## config.mk

```make
export PLATFORM = sky130hd
export DESIGN_NAME = display_scan_driver
export DESIGN_NICKNAME = d
export VERILOG_FILES = /design/src/rtl/display_scan_driver_pkg.sv /design/src/rtl/display_scan_driver_scan_prescaler.sv /design/src/rtl/display_scan_driver.sv
export SDC_FILE = /design/constraint.sdc
export NUM_CORES = 1
export LEC_CHECK = 0
export ABC_AREA = 1
export BUFFER_PORTS_ARGS = -buffer_cell sky130_fd_sc_hd__clkbuf_2
export CORE_ASPECT_RATIO = 1.4
export CORE_UTILIZATION = 35
export DETAILED_ROUTE_END_ITERATION = 6
export GPL_ROUTABILITY_DRIVEN = 0
export SETUP_SLACK_MARGIN = 0.1
export SLEW_MARGIN = 20
export SYNTH_ARGS = -nofsm -noshare
export SYNTH_HDL_FRONTEND = slang
export SYNTH_SLANG_ARGS = --single-unit
```

## constraint.sdc

```tcl
create_clock -name clk -period 1.96 [get_ports clk]
set_input_delay 0 -clock clk [delete_from_list [all_inputs] [get_ports clk]]
set_output_delay 0 -clock clk [all_outputs]
set_load 0.005 [all_outputs]
```

## src/rtl/display_scan_driver_pkg.sv

```systemverilog
// Shared display definitions: default segment width, blank pattern and hex-to-7seg table.
package display_scan_driver_pkg;

    localparam int unsigned SEG_W_DEFAULT = 7;
    localparam logic [7:0]  SEG_BLANK     = 8'h00;

    // Segment order is {g,f,e,d,c,b,a}, active-high; used by upstream digit formatters.
    function automatic logic [6:0] hex_to_seg(input logic [3:0] hex);
        logic [6:0] seg;
        case (hex)
            4'h0: seg = 7'h3F;
            4'h1: seg = 7'h06;
            4'h2: seg = 7'h5B;
            4'h3: seg = 7'h4F;
            4'h4: seg = 7'h66;
            4'h5: seg = 7'h6D;
            4'h6: seg = 7'h7D;
            4'h7: seg = 7'h07;
            4'h8: seg = 7'h7F;
            4'h9: seg = 7'h6F;
            4'hA: seg = 7'h77;
            4'hB: seg = 7'h7C;
            4'hC: seg = 7'h39;
            4'hD: seg = 7'h5E;
            4'hE: seg = 7'h79;
            default: seg = 7'h71;
        endcase
        return seg;
    endfunction

endpackage

```

## src/rtl/display_scan_driver_scan_prescaler.sv

```systemverilog
// Slot prescaler: counts clk cycles within a digit slot, flags slot end and dead time.
module scan_prescaler #(
    parameter int unsigned PRESCALE    = 50000,
    parameter int unsigned DEAD_CYCLES = 2
) (
    input  logic clk,
    input  logic rst,
    input  logic en,
    output logic tc,        // slot ends on this edge
    output logic dead_next  // the count after this edge lies in the dead window
);

    localparam int unsigned PW = (PRESCALE > 1) ? $clog2(PRESCALE) : 1;

    logic [PW-1:0] pcnt;
    logic [PW-1:0] pcnt_next;
    logic          frozen;  // en was low on the previous edge

    // Next count: hold while disabled, restart after a freeze, wrap at terminal count.
    always_comb begin
        tc        = 1'b0;
        pcnt_next = pcnt;
        if (en) begin
            if (frozen) begin
                pcnt_next = '0;
            end else if (pcnt == PW'(PRESCALE - 1)) begin
                pcnt_next = '0;
                tc        = 1'b1;
            end else begin
                pcnt_next = pcnt + 1'b1;
            end
        end
        dead_next = (32'(pcnt_next) < DEAD_CYCLES);
    end

    // Count and freeze-tracking registers.
    always_ff @(posedge clk) begin
        if (rst) begin
            pcnt   <= '0;
            frozen <= 1'b0;
        end else begin
            pcnt   <= pcnt_next;
            frozen <= !en;
        end
    end

endmodule

```

## src/rtl/display_scan_driver.sv

```systemverilog
// Time-multiplexed N-digit 7-segment scan driver with dead time and per-digit blanking.
module display_scan_driver
    import display_scan_driver_pkg::*;
#(
    parameter int unsigned N_DIGITS    = 4,
    parameter int unsigned SEG_W       = SEG_W_DEFAULT,
    parameter int unsigned PRESCALE    = 50000,
    parameter int unsigned DEAD_CYCLES = 2,
    localparam int unsigned IDX_W      = $clog2(N_DIGITS)
) (
    input  logic                      clk,
    input  logic                      rst,
    input  logic                      en,
    input  logic [N_DIGITS-1:0]       blank_mask,
    input  logic [N_DIGITS*SEG_W-1:0] seg_in,
    output logic [N_DIGITS-1:0]       dig_n,
    output logic [SEG_W-1:0]          seg_out,
    output logic [IDX_W-1:0]          digit_idx,
    output logic                      frame_tick
);

    logic                tc;
    logic                dead_next;
    logic                last_digit;
    logic [IDX_W-1:0]    idx_next;
    logic [SEG_W-1:0]    seg_sel;
    logic [N_DIGITS-1:0] dig_n_next;

    scan_prescaler #(
        .PRESCALE    (PRESCALE),
        .DEAD_CYCLES (DEAD_CYCLES)
    ) u_prescaler (
        .clk       (clk),
        .rst       (rst),
        .en        (en),
        .tc        (tc),
        .dead_next (dead_next)
    );

    // Slot index advance with explicit wrap so non-power-of-2 counts never overrun.
    always_comb begin
        last_digit = (digit_idx == IDX_W'(N_DIGITS - 1));
        idx_next   = digit_idx;
        if (tc) begin
            idx_next = last_digit ? '0 : digit_idx + 1'b1;
        end
    end

    // Pattern of the digit the next slot will show.
    always_comb begin
        seg_sel = '0;
        for (int i = 0; i < int'(N_DIGITS); i++) begin
            if (idx_next == IDX_W'(i)) begin
                seg_sel = seg_in[i*SEG_W +: SEG_W];
            end
        end
    end

    // At most one enable low: only the next-slot digit, outside dead time, unmasked, enabled.
    always_comb begin
        dig_n_next = '1;
        for (int i = 0; i < int'(N_DIGITS); i++) begin
            if (en && !dead_next && !blank_mask[i] && (idx_next == IDX_W'(i))) begin
                dig_n_next[i] = 1'b0;
            end
        end
    end

    // Output registers; seg_out is only reloaded when the slot changes.
    always_ff @(posedge clk) begin
        if (rst) begin
            digit_idx  <= '0;
            seg_out    <= SEG_W'(SEG_BLANK);
            dig_n      <= '1;
            frame_tick <= 1'b0;
        end else begin
            digit_idx  <= idx_next;
            dig_n      <= dig_n_next;
            frame_tick <= tc && last_digit;
            if (tc) begin
                seg_out <= seg_sel;
            end
        end
    end

endmodule

```

==> reports/qor.csv <==
metric,value,unit
die_area,0.00607,mm^2
ys_types,37,
antenna_found_initial,0,
crit_chain,ha_4 > nand3_4 > nor2_4 > buf_12 > nand3_4 > nand2_4 > nand2_8 > nor2_8 > nand2_1 > nand2_1 > inv_1 > nand2_1 > a21oi_1,
min_period_over_period,91.5,%
yosys_warnings,0,
num_rows,32,
required,2.10,ns
drtPass1Iterations,4,
portBuffers,48,
hold_depth,5,
cts_root_buffer,clkbuf_8,
tritoncts,done,
syn-mean-instance-area,6.86,um^2
first_iter_violations,109,
hold_path_class,input pin to register,
clock_power_share,46.6,%
critical_path_arrival,1.94,ns
fin_hold_ws,0.0237,ns
leakagePower,1.33,nW
synth_edf_count,0,
io_pins,49,
yosysSeqAreaShare,30.8,%
cp_max_fo,8,
hold_viol_final,0,
h-tree-depth,2,
slew_violations,0,
layout-area-overhead-vs-synth,31.9,%
synthArstFlopShare,0,%
fin_crit,1.79,ns
clk_pin_slew_worst_paths,0.07,ns
peakVddDrop,0.352,mV
die_h,91.8,um
synthesis.area,0.00202,mm^2
startpoint_type,register,
viasPerCell,4.73,
finClkSkew,0.00488,ns
clock-sinks,31,
path_common_cell,nand2_1,
p_total,0.00142,W
core,0.00553,mm^2
crit_path_end_kind,register,
status,"complete, no violations",
setup_tns,0,ns
ys_top_cells_by_count,"nand2_1 (64), inv_1 (40), nand3_1 (40)",
die_x,66.2,um
cts_buffers,5,
grt_pass1_wl,8.63,mm
start_util,36.5,%
setup_viol,0,
p_comb_share,8.3,%
p_int,0.00110,W
p_per_area,532,mW/mm^2
dp_hpwl,3.85,mm
ys_ff_latch,31,
max_slew_margin,54.2,%
synth_cells,294,
cp_slowest_cell,dfxtp_4,
ant_nets,0,
critPathKind,register to register,
vias,2038,
yosys.area.top_type_share,30.8,%
clk_latency,0.29,ns
worst_r2r_path_depth,13,
tightestPinTransition,0.687,ns
ys.flop_type,dfxtp_1,
max_stage_delay,0.37,ns
num-nets-final,399,
syn_nets,331,
yosysMostFrequentCell,nand2_1,
synth_top_cell_by_area,dfxtp_1,
drive_gt1_share,36.4,%
fmax,558,MHz
routed_wl,5.18,mm
p_sw,0.000314,W
rsz0062_at_grt,true,
ys_top_cells_by_area,"dfxtp_1 (31%), nand2_1 (12%), nand3_1 (9.9%)",
cap_violations,0,
drcViolationCount,0,
wl_per_cell,12.0,um
grt_pass1_vias,1924,
clockBufferDepth,2,
grt_start_max_net_pins,31,
diodes,0,
grt.overflow.total,0,
p_sw_share,22.2,%
grt_use_total,18.5,%
p_seq_share,45.1,%
[cell families (layout without fill, tap and decap cells)]
logic type / count (synthesis) / after routing / share of synthesized area [%]
AND/OR/NAND/NOR: 184 / 186 / 48.8
XOR/XNOR: 1 / 1 / 0.434
buffers and inverters: 53 / 120 / 12.0
flip-flops: 31 / 31 / 30.8
AO/OA/AOI/OAI: 23 / 23 / 6.76
adder cells (fa/ha/maj): 2 / 2 / 1.24
[layout by cell type, fill, tap and decap left out, types with 7 or more instances in the layout]
master	instances
a21oi_1	8
nand2_4	8
dfxtp_1	24
nor2_2	10
nand2_2	8
nor2_1	28
inv_1	37
clkbuf_2	48
buf_4	15
nand4_1	7
nand2_1	59
nand3_1	40
[registers in the layout (all words and copies together), names as in the netlist]
name and flops:
u_prescaler.pcnt 16, seg_out 7, dig_n 4, digit_idx 2, frame_tick 1, u_prescaler.frozen 1
[path summary, 6_finish.rpt]
kind,end,from,slack (ns)
worst max-delay path,seg_out[3],u_prescaler.pcnt[1],0.17
worst min-delay path,seg_out[0],seg_in[21],0.02
worst max register to register,seg_out[3],u_prescaler.pcnt[1],0.17
worst min register to register,seg_out[4],seg_out[4],0.47
[final cells by class]
cell class	instances	area, um^2
clock buffers	6	82.6
clock inverters	2	35.0
fillers	567	2860
inverters	44	173
multi-input cells	212	1240
flip-flops and latches	31	632
well taps	68	85.1
repair buffers	68	413
[timing repair]
action | 4_1_cts | 5_1_grt
gates resized for setup | 5 | 26
setup endpoints to repair | 10 | 11
hold buffers | 4 | 0
setup buffers | 0 | 9
pin swaps | 2 | 11
gates cloned | 0 | 2
hold endpoints to repair | 4 | 0
[power by group through the flow]
stage | combinational [W] | clock, W | sequential [W]
global placement | 0.000103 | 0 | 0.000652
global route | 0.000132 | 0.000707 | 0.000638
floorplan | 0.0000535 | 0 | 0.000652
CTS | 0.000111 | 0.000674 | 0.000637
detailed placement | 0.000104 | 0 | 0.000652
finish | 0.000118 | 0.000660 | 0.000639
[worst max-delay path: cells and delay by family (launching register included)]
family | cells | cell delay (ns)
buffers and inverters | 2 | 0.16
adder cells (fa/ha/maj) | 1 | 0.15
AND/OR/NAND/NOR | 9 | 0.91
flip-flops | 1 | 0.37
AO/OA/AOI/OAI | 1 | 0.05
[stage by stage]
stage	std cells	setup WS, ns	util [%]	cell area (um^2)
after CTS	420	0.118	45.4	2510
after global routing	431	0.0542	48.2	2660
after detailed placement	408	0.0688	42.2	2330
final	431	0.166	48.2	2660
after floorplan	294	0.219	-	2020
after global placement	408	0.119	42.2	2330
[routing by layer]
metal / GRT usage, % / up-vias / share of wire (%)
met4: 8.33 / 0 / 2.2
met1: 20.6 / 893 / 39
met3: 2.99 / 11 / 4.3
met2: 33.2 / 56 / 54
li1: - / 1078 / -
met5: 0 / - / 0
No activity file was read; power rests on OpenSTA's default activity.
